<file path="src/rtl/mc_ctrl_pkg.sv">
// mc_ctrl_pkg: shared constants for the multi-cycle MIPS control FSM.
// Holds opcode/funct constants, ALU codes, mux select codes,
// the state encoding and the decoded instruction classes.
package mc_ctrl_pkg;

    // Primary opcodes (instruction[31:26])
    localparam logic [5:0] OP_RTYPE = 6'b000000;
    localparam logic [5:0] OP_ORI   = 6'b001101;
    localparam logic [5:0] OP_LUI   = 6'b001111;
    localparam logic [5:0] OP_LW    = 6'b100011;
    localparam logic [5:0] OP_SW    = 6'b101011;
    localparam logic [5:0] OP_BEQ   = 6'b000100;
    localparam logic [5:0] OP_J     = 6'b000010;
    localparam logic [5:0] OP_JAL   = 6'b000011;

    // R-type function codes (instruction[5:0])
    localparam logic [5:0] FN_ADDU = 6'b100001;
    localparam logic [5:0] FN_SUBU = 6'b100011;
    localparam logic [5:0] FN_AND  = 6'b100100;
    localparam logic [5:0] FN_OR   = 6'b100101;
    localparam logic [5:0] FN_SRAV = 6'b000111;
    localparam logic [5:0] FN_JR   = 6'b001000;

    // ALU operation codes
    localparam logic [2:0] ALU_AND = 3'b000;
    localparam logic [2:0] ALU_OR  = 3'b001;
    localparam logic [2:0] ALU_ADD = 3'b010;
    localparam logic [2:0] ALU_SUB = 3'b011;
    localparam logic [2:0] ALU_SRA = 3'b100;

    // ALU B-operand select
    localparam logic [1:0] SRCB_RT   = 2'd0;
    localparam logic [1:0] SRCB_SEXT = 2'd1;
    localparam logic [1:0] SRCB_ZEXT = 2'd2;
    localparam logic [1:0] SRCB_LUI  = 2'd3;

    // Register-file destination select
    localparam logic [1:0] DST_RT = 2'd0;
    localparam logic [1:0] DST_RD = 2'd1;
    localparam logic [1:0] DST_RA = 2'd2;

    // Register-file write-data select
    localparam logic [1:0] WD_ALU = 2'd0;
    localparam logic [1:0] WD_MEM = 2'd1;
    localparam logic [1:0] WD_PC4 = 2'd2;

    // Next-PC select
    localparam logic [1:0] NPC_PC4 = 2'd0;
    localparam logic [1:0] NPC_BR  = 2'd1;
    localparam logic [1:0] NPC_JMP = 2'd2;
    localparam logic [1:0] NPC_RS  = 2'd3;

    // Controller state encoding, exported on state_o for debug
    typedef enum logic [3:0] {
        ST_FETCH    = 4'd0,
        ST_DCD      = 4'd1,
        ST_EXE_R    = 4'd2,
        ST_EXE_I    = 4'd3,
        ST_MEM_ADDR = 4'd4,
        ST_MEM_RD   = 4'd5,
        ST_MEM_WR   = 4'd6,
        ST_WB_ALU   = 4'd7,
        ST_WB_MEM   = 4'd8,
        ST_BR       = 4'd9,
        ST_JMP      = 4'd10
    } state_t;

    // Instruction classes produced by the decoder
    typedef enum logic [3:0] {
        CLS_ILLEGAL = 4'd0,
        CLS_RTYPE   = 4'd1,
        CLS_JR      = 4'd2,
        CLS_ORI     = 4'd3,
        CLS_LUI     = 4'd4,
        CLS_LW      = 4'd5,
        CLS_SW      = 4'd6,
        CLS_BEQ     = 4'd7,
        CLS_J       = 4'd8,
        CLS_JAL     = 4'd9
    } iclass_t;

endpackage

</file>
<file path="src/rtl/mc_ctrl_dec.sv">
// mc_ctrl_dec: combinational instruction decoder.
// Maps op/funct to an instruction class and, for the ALU R-type
// instructions, the ALU operation taken straight from funct.
module mc_ctrl_dec
    import mc_ctrl_pkg::*;
(
    input  logic [5:0] i_op,
    input  logic [5:0] i_funct,
    output iclass_t    o_class,
    output logic [2:0] o_alu_r
);

    // Classify the instruction; anything unrecognised stays illegal
    always_comb begin
        o_class = CLS_ILLEGAL;
        o_alu_r = ALU_ADD;
        case (i_op)
            OP_RTYPE: begin
                case (i_funct)
                    FN_ADDU: begin
                        o_class = CLS_RTYPE;
                        o_alu_r = ALU_ADD;
                    end
                    FN_SUBU: begin
                        o_class = CLS_RTYPE;
                        o_alu_r = ALU_SUB;
                    end
                    FN_AND: begin
                        o_class = CLS_RTYPE;
                        o_alu_r = ALU_AND;
                    end
                    FN_OR: begin
                        o_class = CLS_RTYPE;
                        o_alu_r = ALU_OR;
                    end
                    FN_SRAV: begin
                        o_class = CLS_RTYPE;
                        o_alu_r = ALU_SRA;
                    end
                    FN_JR: begin
                        o_class = CLS_JR;
                    end
                    default: begin
                        o_class = CLS_ILLEGAL;
                    end
                endcase
            end
            OP_ORI:  o_class = CLS_ORI;
            OP_LUI:  o_class = CLS_LUI;
            OP_LW:   o_class = CLS_LW;
            OP_SW:   o_class = CLS_SW;
            OP_BEQ:  o_class = CLS_BEQ;
            OP_J:    o_class = CLS_J;
            OP_JAL:  o_class = CLS_JAL;
            default: o_class = CLS_ILLEGAL;
        endcase
    end

endmodule

</file>
<file path="src/rtl/mc_ctrl.sv">
// mc_ctrl: multi-cycle control FSM for the MIPS datapath.
// Sequences fetch/decode/execute/memory/write-back and drives every
// datapath enable and mux select from the state and the held IR fields.
// Optional feature: define MC_CTRL_RETIRE_CNT_EN to add the 32-bit
// 'retired' instruction counter output.
module mc_ctrl
    import mc_ctrl_pkg::*;
#(
    parameter int MEM_WAIT = 1
)
(
    input  logic        clk,
    input  logic        reset,
    input  logic [5:0]  op,
    input  logic [5:0]  funct,
    input  logic        eq,
    input  logic        mem_ack,
    output logic        pc_wr,
    output logic        ir_wr,
    output logic        reg_wr,
    output logic        mem_rd,
    output logic        mem_wr,
    output logic [2:0]  alu_ctr,
    output logic [1:0]  alu_src_b,
    output logic [1:0]  reg_dst,
    output logic [1:0]  wd_sel,
    output logic [1:0]  npc_sel,
    output logic [3:0]  state_o
`ifdef MC_CTRL_RETIRE_CNT_EN
    ,
    output logic [31:0] retired
`endif
);

    state_t     r_state;
    state_t     w_next;
    iclass_t    w_class;
    logic [2:0] w_alu_r;
    logic       w_ack;

    mc_ctrl_dec u_dec (
        .i_op    (op),
        .i_funct (funct),
        .o_class (w_class),
        .o_alu_r (w_alu_r)
    );

    // Without memory wait states every memory access completes in one cycle
    assign w_ack = (MEM_WAIT == 0) ? 1'b1 : mem_ack;

    assign state_o = r_state;

    // State register; reset aborts any instruction and returns to FETCH
    always_ff @(posedge clk or posedge reset) begin
        if (reset) begin
            r_state <= ST_FETCH;
        end else begin
            r_state <= w_next;
        end
    end

    // Next-state sequencing
    always_comb begin
        w_next = r_state;
        case (r_state)
            ST_FETCH: begin
                if (w_ack) begin
                    w_next = ST_DCD;
                end
            end
            ST_DCD: begin
                case (w_class)
                    CLS_RTYPE:       w_next = ST_EXE_R;
                    CLS_JR:          w_next = ST_JMP;
                    CLS_ORI,
                    CLS_LUI:         w_next = ST_EXE_I;
                    CLS_LW,
                    CLS_SW:          w_next = ST_MEM_ADDR;
                    CLS_BEQ:         w_next = ST_BR;
                    CLS_J,
                    CLS_JAL:         w_next = ST_JMP;
                    default:         w_next = ST_FETCH;
                endcase
            end
            ST_EXE_R:    w_next = ST_WB_ALU;
            ST_EXE_I:    w_next = ST_WB_ALU;
            ST_MEM_ADDR: w_next = (w_class == CLS_LW) ? ST_MEM_RD : ST_MEM_WR;
            ST_MEM_RD: begin
                if (w_ack) begin
                    w_next = ST_WB_MEM;
                end
            end
            ST_MEM_WR: begin
                if (w_ack) begin
                    w_next = ST_FETCH;
                end
            end
            ST_WB_ALU:   w_next = ST_FETCH;
            ST_WB_MEM:   w_next = ST_FETCH;
            ST_BR:       w_next = ST_FETCH;
            ST_JMP:      w_next = ST_FETCH;
            default:     w_next = ST_FETCH;
        endcase
    end

    // Output decode; everything is forced idle while reset is asserted
    always_comb begin
        pc_wr     = 1'b0;
        ir_wr     = 1'b0;
        reg_wr    = 1'b0;
        mem_rd    = 1'b0;
        mem_wr    = 1'b0;
        alu_ctr   = ALU_ADD;
        alu_src_b = SRCB_RT;
        reg_dst   = DST_RT;
        wd_sel    = WD_ALU;
        npc_sel   = NPC_PC4;
        if (!reset) begin
            case (r_state)
                ST_FETCH: begin
                    mem_rd = 1'b1;
                    if (w_ack) begin
                        ir_wr = 1'b1;
                        pc_wr = 1'b1;
                    end
                end
                ST_EXE_R: begin
                    alu_ctr = w_alu_r;
                end
                ST_EXE_I: begin
                    alu_ctr   = ALU_OR;
                    alu_src_b = (w_class == CLS_LUI) ? SRCB_LUI : SRCB_ZEXT;
                end
                ST_MEM_ADDR: begin
                    alu_ctr   = ALU_ADD;
                    alu_src_b = SRCB_SEXT;
                end
                ST_MEM_RD: begin
                    mem_rd = 1'b1;
                end
                ST_MEM_WR: begin
                    mem_wr = 1'b1;
                end
                ST_WB_ALU: begin
                    reg_wr  = 1'b1;
                    reg_dst = (w_class == CLS_RTYPE) ? DST_RD : DST_RT;
                end
                ST_WB_MEM: begin
                    reg_wr = 1'b1;
                    wd_sel = WD_MEM;
                end
                ST_BR: begin
                    alu_ctr = ALU_SUB;
                    pc_wr   = eq;
                    npc_sel = NPC_BR;
                end
                ST_JMP: begin
                    pc_wr = 1'b1;
                    if (w_class == CLS_JR) begin
                        npc_sel = NPC_RS;
                    end else begin
                        npc_sel = NPC_JMP;
                    end
                    if (w_class == CLS_JAL) begin
                        reg_wr  = 1'b1;
                        reg_dst = DST_RA;
                        wd_sel  = WD_PC4;
                    end
                end
                default: begin
                end
            endcase
        end
    end

`ifdef MC_CTRL_RETIRE_CNT_EN
    logic [31:0] r_retired;

    // Count instructions that complete; the illegal-op exit from DCD is not a retirement
    always_ff @(posedge clk or posedge reset) begin
        if (reset) begin
            r_retired <= 32'd0;
        end else if ((r_state != ST_FETCH) && (r_state != ST_DCD) && (w_next == ST_FETCH)) begin
            r_retired <= r_retired + 32'd1;
        end
    end

    assign retired = r_retired;
`endif

endmodule
</file>
<file path="config.mk">
export PLATFORM = sky130hd
export DESIGN_NAME = mc_ctrl
export DESIGN_NICKNAME = d
export VERILOG_FILES = /design/src/rtl/mc_ctrl_pkg.sv /design/src/rtl/mc_ctrl_dec.sv /design/src/rtl/mc_ctrl.sv
export SDC_FILE = /design/constraint.sdc
export NUM_CORES = 1
export LEC_CHECK = 0
export CAP_MARGIN = 10
export CELL_PAD_IN_SITES_DETAIL_PLACEMENT = 1
export CELL_PAD_IN_SITES_GLOBAL_PLACEMENT = 1
export CORE_MARGIN = 2
export CORE_UTILIZATION = 32
export DETAILED_ROUTE_END_ITERATION = 10
export PLACE_DENSITY = 0.85
export SYNTH_ARGS = -nofsm -noshare
export SYNTH_HDL_FRONTEND = slang
export SYNTH_SLANG_ARGS = --single-unit
</file>
<file path="constraint.sdc">
create_clock -name clk -period 8.8 [get_ports clk]
set_input_delay 2.64 -clock clk [delete_from_list [all_inputs] [get_ports clk]]
set_output_delay 2.64 -clock clk [all_outputs]
set_load 0.01 [all_outputs]
</file>
==> flow_metrics.tcl <==
set metrics [dict create \
    synth.most_common_cell "nor2_1" \
    vias 1065 \
    power_frac_clock_pct 8.8 \
    crit_path_max_incr_delay_ns 0.55 \
    vdd_drop_max_v 0.000192 \
    ctsResizeCount 0 \
    worst_path_max_delay_cell "clkdlybuf4s50_1" \
    cp-start-kind "primary input" \
    vias_per_cell 5.85 \
    synth_edf_count 0 \
    criticalPathCategory "primary input to primary output" \
    clk_latency_ns 0.23 \
    power_switching_uw 126 \
    wirelength_met1_mm 1.41 \
    syn-num-nets 140 \
    cts_tree "done" \
    drt_wl_total_mm 3.13 \
    layout-area-overhead-vs-synth_pct 45.0 \
    p_comb_share_pct 62.8 \
    postCtsSetupRepairBufs 0 \
    ys.flop_type "dfrtp_1" \
    ys_seq_elements 4 \
    p_seq_share_pct 28.4 \
    crit_top_cell "clkdlybuf4s50_1" \
    hold_start "state_o[3]" \
    power.leakage_nw 0.488 \
    status "finished clean" \
    skew_ns 0.00228 \
    cts_inserted_buffers 3 \
    ys_top_cells_by_count "15 x nor2_1, 7 x nand2_1, 7 x nor3_1" \
    routed-wl-met3_um 94 \
    crit_path_cell_trace "clkdlybuf4s50_1, nor3_2, nand3_1, nor2_1, o211ai_1, o21ai_1, ha_1, and4_1, o21bai_1, clkdlybuf4s50_1" \
    wl_met2_mm 1.60 \
    setup_viol_count_final 0 \
    cp-startpoint "op[4]" \
    synth_top_area_cell "dfrtp_1" \
    netSwitchingFraction_pct 50.3 \
    synthCells 119 \
    syn_area_per_cell_sq_um 7.29 \
    cp_data_arrival_time_ns 5.19 \
    htreeDepth 1 \
    ctsHoldBuffers 0 \
    power_uw 251 \
    hold_viol 0 \
    worst_pin_slew_ns 0.737 \
    post-route-drc-count 0 \
    critPathMaxFanout 8 \
    initial_core_util_pct 34.4 \
    clock_sinks 4 \
    p_int_uw 124 \
    clock_path_buffers 2 \
    fp.coreArea_sq_um 2520 \
    io-pin-count 36 \
    drv_slew 0 \
    hold_path_class "flop to flop" \
    grt_max_degree 25 \
    drive_gt1_share_pct 8.55 \
    max_cap_viol_count 0 \
    die_area_sq_um 3140 \
    p_per_area_nw_per_um2 199 \
    gr-total-overflow 0 \
    clk_pin_slew_ns 0.04 \
    slew_headroom_pct 50.8 \
    max_freq_mhz 128 \
    port_buffers 35 \
    critical_path_required_ns 6.16 \
    rows 18 \
    ys_seq_area_share_pct 11.5 \
    n_antenna_cell 0 \
    first_iter_violations 18 \
    die_h_um 56.1 \
    grt_pass1_vias 1133 \
    top_layer "met4" \
    setup-tns-final_ns 0 \
    yosys-top-cells-area "dfrtp_1 12%, ha_1 7.2%, nor2_1 6.5%, nor3_1 4.0%, xor2_1 4.0%" \
    antenna_found_initial 0 \
    synth_top_area_share_pct 11.5 \
    rsz0062_at_grt "no" \
    yosysUniqueCellTypes 51 \
    synth_warnings 0 \
    r2r_start "state_o[0]" \
    ant_nets 0 \
    root_buffer "clkbuf_4" \
    die_w_um 56.1 \
    place.gp.congestion 0.843 \
    grtUsageTotal_pct 20.6 \
    crit_path_end_kind "primary output" \
    min_period_ns 7.83 \
    first_pass_iters 4 \
    grt_pass1_wl_mm 5.26 \
    largest_reg_flops 4 \
    async_flop_share_pct 100 \
    nets 175 \
    synth_area_sq_um 867 \
    hpwl_mm 2.47 \
    period_share_pct 89.0 \
    wl_per_cell_um 17.2 \
]
[critical path, delay by kind of cell]
kind / cells / cell delay (ns)
buffers and inverters: 2 / 1.10
and+or+nand+nor: 4 / 0.79
AOI/OAI and AO/OA: 3 / 0.44
adders and majority gates: 1 / 0.23
[cell usage in the layout (no fill, tap or decap), types with 3 or more instances in the layout]
cell	count
clkdlybuf4s50_1	35
nor2_1	15
nand2_1	7
nor3_1	7
a21oi_1	6
inv_1	5
nand3_1	5
ha_1	5
xor2_1	4
dfrtp_1	4
or3_1	3
nor2b_1	3
and3_1	3
o21bai_1	3
clkbuf_4	3
[stage by stage]
stage,cells,setup WS [ns],util (%),hold slack [ns],instance area (sq um)
global route,182,0.760,49.9,0.851,1260
finish,182,0.972,49.9,0.799,1260
detailed placement,179,0.966,49.0,0.771,1230
floorplan,119,2.12,-,0.651,867
global placement,179,1.03,49.0,0.769,1230
CTS,182,0.955,49.9,0.780,1260
[kinds of logic (layout without fill, tap and decap cells)]
group / after synthesis / count (layout) / synth area share (%)
compound gates: 32 / 32 / 29.7
simple gates: 59 / 59 / 38.7
buf+inv: 12 / 45 / 5.34
fa+ha+maj: 6 / 6 / 8.37
mux: 2 / 2 / 2.31
xor+xnor: 4 / 4 / 4.04
flops: 4 / 4 / 11.5
[power by group through the flow]
stage | sequential [mW] | combinational (mW) | clock (mW)
finish | 0.0712 | 0.157 | 0.0219
global route | 0.0757 | 0.172 | 0.0238
CTS | 0.0701 | 0.158 | 0.0230
detailed placement | 0.0703 | 0.157 | 0
global placement | 0.0696 | 0.154 | 0
floorplan | 0.0419 | 0.117 | 0
[layer usage]
layer	track usage, %	up-vias
met3	3.02	4
met2	36.0	20
met4	7.14	0
li1	-	529
met1	25.6	512
met5	0	-
[worst paths after layout]
path,end,slack (ns),depth (start not counted)
max in group asynchronous,state_o[1],5.84,2
min,state_o[2],0.80,1
min in group asynchronous,state_o[3],2.79,2
max reg2reg,state_o[1],6.89,5
max,reg_wr,0.97,10
min reg2reg,state_o[2],0.80,1
[area by class of cell]
cell class	instances	area, sq um
well taps	30	37.5
inverters	7	26.3
flip-flops and latches	4	100
clock buffers	3	22.5
repair buffers	35	350
fillers	334	1260
multi-input cells	103	721
No activity file was read; power rests on OpenSTA's default activity.
